$ cat config.mk
export PLATFORM = sky130hd
export DESIGN_NAME = imem_loader
export DESIGN_NICKNAME = d
export VERILOG_FILES = /design/src/rtl/loader_pkg.sv /design/src/rtl/loader_timeout.sv /design/src/rtl/imem_loader.sv
export SDC_FILE = /design/constraint.sdc
export NUM_CORES = 1
export LEC_CHECK = 0
export ABC_AREA = 1
export BUFFER_PORTS_ARGS = -buffer_cell sky130_fd_sc_hd__buf_2
export CAP_MARGIN = 20
export CORE_MARGIN = 1
export CORE_UTILIZATION = 59
export DETAILED_ROUTE_END_ITERATION = 8
export PLACE_DENSITY = 0.87
export SLEW_MARGIN = 25
export SYNTH_ARGS = -nofsm -noshare
export SYNTH_HDL_FRONTEND = slang
export SYNTH_HIERARCHICAL = 1
export SYNTH_SLANG_ARGS = --single-unit
$ cat constraint.sdc
create_clock -name clk -period 2.6 [get_ports clk]
set_clock_uncertainty 0.15 [all_clocks]
set_input_delay 0 -clock clk [delete_from_list [all_inputs] [get_ports clk]]
set_output_delay 0 -clock clk [all_outputs]
set_load 0.02 [all_outputs]
$ cat src/rtl/loader_pkg.sv
// Shared definitions for the instruction-memory loader: state encoding and
// frame geometry constants.
package loader_pkg;

  typedef enum logic [2:0] {
    S_HDR_LO,
    S_HDR_HI,
    S_PAYLOAD,
    S_CHK,
    S_FIN,
    S_DONE,
    S_ERR
  } state_t;

  // Header is the 16-bit word count, low byte first.
  localparam int HDR_LEN        = 2;
  // Payload words are big-endian, four bytes each.
  localparam int BYTES_PER_WORD = 4;

endpackage

$ cat src/rtl/loader_timeout.sv
// Inter-byte watchdog for the loader. Counts idle cycles while enabled;
// o_expired fires on the cycle the count would reach TIMEOUT, so the owner
// leaves its state exactly TIMEOUT idle cycles after the last accepted byte.
module loader_timeout #(
  parameter int TIMEOUT = 1_000_000
) (
  input  logic clk,
  input  logic rst,
  input  logic i_clr,
  input  logic i_en,
  output logic o_expired
);

  localparam int CW = $clog2(TIMEOUT + 1);

  logic [CW-1:0] r_cnt;

  // Idle-cycle counter; cleared by any accepted byte or while disabled, saturates.
  always_ff @(posedge clk) begin
    if (rst || i_clr)
      r_cnt <= '0;
    else if (i_en && (r_cnt != CW'(TIMEOUT)))
      r_cnt <= r_cnt + CW'(1);
  end

  assign o_expired = i_en && !i_clr && (r_cnt == CW'(TIMEOUT - 1));

endmodule

$ cat src/rtl/imem_loader.sv
// Byte-stream program loader for the instruction memory. Parses a
// count-prefixed frame, writes big-endian words from address 0, holds the
// CPU in reset until a complete image is in memory.
// Optional feature: define LOADER_CHECKSUM_EN to require a trailing XOR
// checksum byte over the payload before release.
module imem_loader
  import loader_pkg::*;
#(
  parameter int ADDR_W  = 10,
  parameter int TIMEOUT = 1_000_000
) (
  input  logic              clk,
  input  logic              rst,
  input  logic [7:0]        in_data,
  input  logic              in_valid,
  output logic              in_ready,
  input  logic              load_req,
  output logic              imem_we,
  output logic [ADDR_W-1:0] imem_addr,
  output logic [31:0]       imem_wdata,
  output logic              cpu_hold,
  output logic              done,
  output logic              error
);

  localparam logic [16:0] MAX_WORDS = 17'(2 ** ADDR_W);

`ifdef LOADER_CHECKSUM_EN
  localparam state_t S_POST = S_CHK;
`else
  localparam state_t S_POST = S_FIN;
`endif

  state_t      r_state, w_next;
  logic [7:0]  r_cnt_lo;
  logic [15:0] r_n;
  logic [15:0] r_widx;
  logic [1:0]  r_bcnt;
  logic [23:0] r_shift;
`ifdef LOADER_CHECKSUM_EN
  logic [7:0]  r_csum;
`endif

  logic        w_acc, w_expired, w_tmo_en, w_word_done, w_last_word;
  logic [15:0] w_n;

  assign w_acc       = in_valid && in_ready;
  assign w_n         = {in_data, r_cnt_lo};
  assign w_word_done = (r_bcnt == 2'(BYTES_PER_WORD - 1));
  assign w_last_word = (r_widx == r_n - 16'd1);
  assign w_tmo_en    = (r_state == S_HDR_HI) || (r_state == S_PAYLOAD) ||
                       (r_state == S_CHK);

  loader_timeout #(.TIMEOUT(TIMEOUT)) u_tmo (
    .clk       (clk),
    .rst       (rst),
    .i_clr     (w_acc || !w_tmo_en),
    .i_en      (w_tmo_en),
    .o_expired (w_expired)
  );

  // State register.
  always_ff @(posedge clk) begin
    if (rst) r_state <= S_HDR_LO;
    else     r_state <= w_next;
  end

  // Next-state and state-decoded outputs; in_ready depends on state only.
  always_comb begin
    w_next   = r_state;
    in_ready = 1'b0;
    cpu_hold = 1'b1;
    done     = 1'b0;
    error    = 1'b0;
    case (r_state)
      S_HDR_LO: begin
        in_ready = 1'b1;
        if (w_acc) w_next = S_HDR_HI;
      end
      S_HDR_HI: begin
        in_ready = 1'b1;
        if (w_acc) begin
          if ({1'b0, w_n} > MAX_WORDS) w_next = S_ERR;
          else if (w_n == 16'd0)       w_next = S_POST;
          else                         w_next = S_PAYLOAD;
        end else if (w_expired) begin
          w_next = S_ERR;
        end
      end
      S_PAYLOAD: begin
        in_ready = 1'b1;
        if (w_acc) begin
          if (w_word_done && w_last_word) w_next = S_POST;
        end else if (w_expired) begin
          w_next = S_ERR;
        end
      end
`ifdef LOADER_CHECKSUM_EN
      S_CHK: begin
        in_ready = 1'b1;
        if (w_acc)          w_next = (in_data == r_csum) ? S_FIN : S_ERR;
        else if (w_expired) w_next = S_ERR;
      end
`endif
      // Write issued on the way in has landed by the end of this cycle.
      S_FIN: w_next = S_DONE;
      S_DONE: begin
        cpu_hold = 1'b0;
        done     = 1'b1;
        if (load_req) w_next = S_HDR_LO;
      end
      S_ERR: begin
        error = 1'b1;
        if (load_req) w_next = S_HDR_LO;
      end
      default: w_next = S_HDR_LO;
    endcase
  end

  // Frame datapath: header latch, byte assembly and the registered write port.
  always_ff @(posedge clk) begin
    if (rst) begin
      r_cnt_lo   <= '0;
      r_n        <= '0;
      r_widx     <= '0;
      r_bcnt     <= '0;
      r_shift    <= '0;
      imem_we    <= 1'b0;
      imem_addr  <= '0;
      imem_wdata <= '0;
`ifdef LOADER_CHECKSUM_EN
      r_csum     <= '0;
`endif
    end else begin
      imem_we <= 1'b0;
      case (r_state)
        S_HDR_LO: if (w_acc) begin
          r_cnt_lo <= in_data;
          r_widx   <= '0;
          r_bcnt   <= '0;
`ifdef LOADER_CHECKSUM_EN
          r_csum   <= '0;
`endif
        end
        S_HDR_HI: if (w_acc) r_n <= w_n;
        S_PAYLOAD: if (w_acc) begin
          r_bcnt  <= r_bcnt + 2'd1;
          r_shift <= {r_shift[15:0], in_data};
`ifdef LOADER_CHECKSUM_EN
          r_csum  <= r_csum ^ in_data;
`endif
          if (w_word_done) begin
            imem_we    <= 1'b1;
            imem_addr  <= r_widx[ADDR_W-1:0];
            imem_wdata <= {r_shift, in_data};
            r_widx     <= r_widx + 16'd1;
          end
        end
        default: ;
      endcase
    end
  end

endmodule
==> results of run 1 <==
## worst min path at each step
| stage | slack, ns | to | cells past startpoint |
|---|---|---|---|
| after global placement | 0.11 | r_state[2] | 2 |
| after CTS | 0.08 | r_state[2] | 3 |
| after floorplan | -0.02 | r_shift[0] | 2 |
| after global routing | 0.1 | r_state[2] | 3 |
| after detailed placement | 0.11 | r_state[2] | 2 |
| final | 0.10 | r_state[2] | 3 |
## logic make-up (layout without fill, tap and decap cells)
kind of cell             Yosys count  in the layout  share of synthesized area [%]
buffers and inverters            130            212                          8.296
flip-flops                       132            132                          42.43
adder cells (fa/ha/maj)            5              5                          1.004
XOR/XNOR                          24             24                          3.375
AND/OR/NAND/NOR                  432            432                          30.13
AO/OA/AOI/OAI                    177            177                          14.76
## critical path, delay by kind of cell, from the launching register on
kind | cells | cell delay (ns)
flops | 1 | 0.50
simple gates | 3 | 0.24
buf+inv | 4 | 1.41
compound gates | 1 | 0.07
## cells in the mapped netlist (all sizes together)
library cell,instances
nand2,172
nor2,168
dfxtp,132
a21oi,111
inv,95
nand3,66
o21ai,60
clkbuf,25
xor2,16
buf,9
nor3,9
nand4,8
xnor2,8
ha,5
nand3b,5
a211oi,2
and2,2
o21bai,2
a21boi,1
clkinv,1
nor3b,1
nor4,1
o21a,1
## timing repair
action,4_1_cts,5_1_grt
gates resized for setup,0,1
setup endpoints to repair,0,1
hold buffers,16,0
hold endpoints to repair,96,0
## area by class of cell
type | instances | area (um^2) | area share [%]
inverters | 96 | 360.3 | 4.895
well taps | 136 | 170.2 | 2.311
flip-flops and latches | 132 | 2643 | 35.89
clock buffers | 20 | 445.4 | 6.050
multi-input cells | 638 | 3074 | 41.76
clock inverters | 12 | 143.9 | 1.954
repair buffers | 84 | 525.5 | 7.138
## flip-flops by register name, indices dropped and copies added, names as in the netlist
signal       flops
u_tmo/r_cnt     20
imem_we          1
r_bcnt           2
imem_wdata      32
r_n             16
r_cnt_lo         8
r_shift         24
r_widx          16
r_state          3
imem_addr       10
## report_power, final
group,switching (uW),leakage (uW),internal [uW]
Clock,942,0.000284,1430
Sequential,193,0.00107,2220
Combinational,1370,0.00178,664
## per-layer routing
| metal | up-vias | global-route usage [%] | part of all wire, % |
|---|---|---|---|
| met5 | - | 0 | 0 |
| met4 | 0 | 14.29 | 2.8 |
| met3 | 44 | 7.548 | 7.2 |
| met2 | 253 | 48.11 | 47 |
| met1 | 2787 | 37.97 | 43 |
| li1 | 3032 | - | - |
## layout by cell type (no fill, tap or decap), types with 8 or more instances in the layout
cell type | netlist | routed
xnor2_1 | 8 | 8
inv_1 | 89 | 89
clkbuf_16 | 0 | 16
xor2_1 | 16 | 16
o21ai_0 | 58 | 58
dlygate4sd3_1 | 0 | 16
a21oi_1 | 106 | 106
buf_2 | 2 | 58
nand4_1 | 8 | 8
buf_4 | 1 | 10
nor2_1 | 157 | 157
nand3_1 | 65 | 65
dfxtp_1 | 132 | 132
nand2_1 | 164 | 164
## through the flow
stage	util, %	hold WS, ns	std cells	worst slack (ns)
2_1_floorplan	-	-0.01510	900	0.5944
3_3_place_gp	64.29	0.1074	1070	0.4466
3_5_place_dp	64.29	0.1085	1070	0.3604
4_1_cts	71.59	0.07907	1118	0.1720
5_1_grt	71.63	0.09807	1118	0.01926
6_report	71.63	0.1035	1118	0.1249
==> results.ini, run 1 <==
[run_status]
status = complete, no violations

[grt]
gr-total-overflow = 0
grt_start_max_net_pins = 73
grtUsageTotal_pct = 30.08
grt_pass1_wl_mm = 26.30
antenna_found_initial = 0
first_global_vias = 5687

[detailed_routing]
ant_nets = 0
drt_first_pass_iters = 6
via_per_inst = 5.470
drt_iter0_drc = 426
wl_mm = 15.78
vias = 6116
drcViolationCount = 0
wire_per_inst_um = 14.11

[clock_tree]
cts_sinks = 132
clk_latency_ns = 0.53
htreeDepth = 4
root_buffer = clkbuf_8
path_clk_slew_ns = 0.07
cts_tree = done
clk_path_buf_depth = 2
post_cts.repair.setup_buffers = 0
cts-buffers-inserted = 17

[final_layout]
diodes = 0
synthToLayoutAreaGrowth_pct = 18.20
nNetsFinal = 986
finalInstanceArea_um2 = 7362
num-fill-cells = 824
drive_gt1_share_pct = 13.44

[sta]
drv_slew = 0
finalHoldViolCount = 0
slew_headroom_pct = 57.87
setup_viol = 0
min_period_ns = 2.475
rsz0062_at_grt = no
worst_slew_pin_slew_ns = 0.6320
timing.final.crit_share_pct = 95.19
timing.fmax_mhz = 404.0
timing.setup.tns_ns = 0

[setup_path]
cpPeakStageDelay_ns = 0.58
rr_worst_depth = 8
cp-end-kind = flop
start_kind = flop
rr_startpoint = r_state[1]
path_max_fanout = 6
rrSetupSlack_ns = 0.12
rr_endpoint = r_cnt_lo[1]
crit_chain = inv_2 -> nand2_1 -> nor2_2 -> buf_4 -> nand3_1 -> dlygate4sd3_1 -> a21oi_1 -> dlygate4sd3_1
critPathCapture = r_cnt_lo[1]
worstSetupPathType = flop to flop
cp_common_cell = dlygate4sd3_1
required_ns = 2.87
startpoint = r_state[1]
cp.arrival_ns = 2.75
critPathSlowestCell = dlygate4sd3_1

[floorplan]
initial_utilization_pct = 60.60
die_w_um = 104.7
dieHeight_um = 104.7
rows = 37
die_area_um2 = 10970
num_io_pins = 59
core_area_um2 = 10280

[synthesis]
syn_area_per_cell_um2 = 6.921
synth_nets = 917
ys_types = 36
ys_seq_area_share_pct = 42.43
synth_seq_cells = 132
ys.warnings.count = 6
synth_area_um2 = 6228
yosys.area.top_type_share_pct = 42.43
synthCells = 900
synth_top_cell_by_area = dfxtp_1
synth_area_leaders = dfxtp_1 (42%), nand2_1 (9.9%), nor2_1 (9.5%)

[min_path]
hp-class = input port to flop
min-delay-start = rst

[placement]
post-dp-hpwl_mm = 10.19
dpl-instance-area_um2 = 6608
gp_congestion = 0.8731
portBuffers = 58

[run]
max_cap_viol_count = 0

[power]
total_leakage_power_uw = 0.003128
power.density_nw_per_um2 = 927.9
total_power_uw = 6831
irDropWorstVdd_uv = 600.7

Power figures use the tool's default switching activity.
==> run 2: changes to the inputs <==
--- a/config.mk
+++ b/config.mk
@@ -12,6 +12,7 @@
 export CORE_UTILIZATION = 59
 export DETAILED_ROUTE_END_ITERATION = 8
 export PLACE_DENSITY = 0.87
+export RECOVER_POWER = 50
 export SLEW_MARGIN = 25
 export SYNTH_ARGS = -nofsm -noshare
 export SYNTH_HDL_FRONTEND = slang
==> run 2 against run 1 <==
Global-route usage stayed put. Final cell count stayed put. Critical endpoint is now r_cnt_lo[3]. Register-to-register slack hardly changed. Critical path type unchanged. Combinational power hardly changed. Highest routed layer unchanged. Total power is 0.28% lower. Critical path depth stayed put.
==> results.ini, run 2 (same netlist as run 1, synthesis figures left out) <==
[grt]
first_global_vias = 5687
grt_pass1_wl_mm = 26.30
grtUsageTotal_pct = 30.08
grt_start_max_net_pins = 73
antenna_found_initial = 0
gr-total-overflow = 0

[setup_path]
worstSetupPathType = flop to flop
rr_worst_depth = 8
cp-end-kind = flop
rr_startpoint = r_state[1]
cp.arrival_ns = 2.73
path_max_fanout = 6
start_kind = flop
required_ns = 2.87
rrSetupSlack_ns = 0.14
rr_endpoint = r_cnt_lo[3]

[power]
p_sw_uw = 2503
total_power_uw = 6812
total_leakage_power_uw = 0.002906
power.density_nw_per_um2 = 935.8
pwr-share-clk_pct = 34.9
irDropWorstVdd_uv = 600.1
pwr-share-seq_pct = 35.5
switching_share_pct = 36.75
p_comb_share_pct = 29.6
intPower_uw = 4309

[final_layout]
drive_gt1_share_pct = 8.248
nNetsFinal = 986
layout_common_cells = nand2_1 (167), nor2_1 (157), dfxtp_1 (132)
final_common_cell = nand2_1
post-route-util_pct = 70.83
num-fill-cells = 854
final-instance-count-excl-fill = 1118
diodes = 0
reg_top3 = imem_wdata: 32 flops, r_shift: 24 flops, u_tmo/r_cnt: 20 flops
largest_reg_flops = 32
top_register = imem_wdata
synthToLayoutAreaGrowth_pct = 16.87

[sta]
setup_viol = 0
min_period_ns = 2.460
finalHoldViolCount = 0
timing.fmax_mhz = 406.4
rsz0062_at_grt = no
worst_slew_pin_slew_ns = 0.7754
slew_headroom_pct = 48.31
drv_slew = 0
timing.setup.tns_ns = 0
timing.final.crit_share_pct = 94.63

[floorplan]
dieHeight_um = 104.7
die_w_um = 104.7
initial_utilization_pct = 60.60
die_area_um2 = 10970
num_io_pins = 59
core_area_um2 = 10280
rows = 37

[detailed_routing]
wire_per_inst_um = 14.13
drcViolationCount = 0
drt_iter0_drc = 484
ant_nets = 0
wl_mm = 15.80
via_per_inst = 5.463
drt_first_pass_iters = 8
vias = 6108

[clock_tree]
cts-buffers-inserted = 17
post_cts.repair.setup_buffers = 0
root_buffer = clkbuf_8
htreeDepth = 4
cts_tree = done
path_clk_slew_ns = 0.07
clk_latency_ns = 0.53
clk_path_buf_depth = 2
cts_sinks = 132

[run_status]
status = complete, no violations

[placement]
gp_congestion = 0.8731
post-dp-hpwl_mm = 10.19
portBuffers = 58
place_inst = 1070

[min_path]
hp-class = input port to flop
hold_depth = 3
holdPathEnd = r_state[2]
min-delay-start = rst

[run]
max_cap_viol_count = 0

## run 2: cell count changes in the layout (fill, tap and decap cells not counted)
cell,previous run,this run
nand2_4,4,2
buf_4,10,8
clkbuf_2,0,1
nand2_1,164,167
nand2_2,4,3
clkbuf_1,1,49
buf_2,58,11
## run 2: how the worst max path moves through the flow
stage               slack [ns]       start  cells after the start              end
finish                    0.14  r_state[1]                      8      r_cnt_lo[3]
global route              0.04  r_state[1]                      8      r_cnt_lo[1]
CTS                       0.17  r_state[1]                      8      r_cnt_lo[3]
detailed placement        0.36      r_n[0]                     14       r_state[0]
global placement          0.45  r_state[1]                     14       r_state[2]
floorplan                 0.59  r_state[1]                      7  u_tmo/r_cnt[14]
## run 2: worst max-delay path, cell delays in order, from the launching register on
cell	delay, ns
dfxtp_1	0.50
inv_2	0.10
nand2_1	0.11
nor2_2	0.06
buf_4	0.16
nand3_1	0.06
dlygate4sd3_1	0.55
a21oi_1	0.07
dlygate4sd3_1	0.58
## run 2: routing by layer
| metal | GRT usage, % | up-vias | share of wire (%) |
|---|---|---|---|
| li1 | - | 3027 | - |
| met1 | 37.97 | 2798 | 43 |
| met2 | 48.11 | 236 | 47 |
| met3 | 7.548 | 47 | 7.4 |
| met4 | 14.29 | 0 | 2.8 |
| met5 | 0 | - | 0 |
## run 2: power groups by stage
stage	Combinational (uW)	Sequential [uW]	Clock (uW)
3_3_place_gp	1850	2440	0
2_1_floorplan	1560	2390	0
3_5_place_dp	1910	2440	0
6_report	2020	2420	2380
5_1_grt	2270	2440	2500
4_1_cts	1980	2410	2400
## run 2: what timing repair did
| item | CTS | global route |
|---|---|---|
| resized for setup | 0 | 1 |
| endpoints found under the hold margin | 96 | 0 |
| hold buffers | 16 | 0 |
| endpoints found under the setup margin | 0 | 1 |
## run 2: stage by stage
step	worst slack, ns	hold WS (ns)	area (um^2)
after floorplan	0.5944	-0.01510	6228
after global placement	0.4466	0.1074	6608
after detailed placement	0.3604	0.1085	6608
after CTS	0.1720	0.07907	7357
after global routing	0.03757	0.09807	7279
final	0.1396	0.1052	7279
## run 2: cell type report
type                       count  area [um^2]  share of cell area [%]
timing repair buffer          84        460.4                   6.325
clock inverter                12        143.9                   1.977
sequential                   132         2643                   36.30
inverter                      96        360.3                   4.950
tap                          136        170.2                   2.338
multi-input combinational    638         3057                   41.99
clock buffer                  20        445.4                   6.119
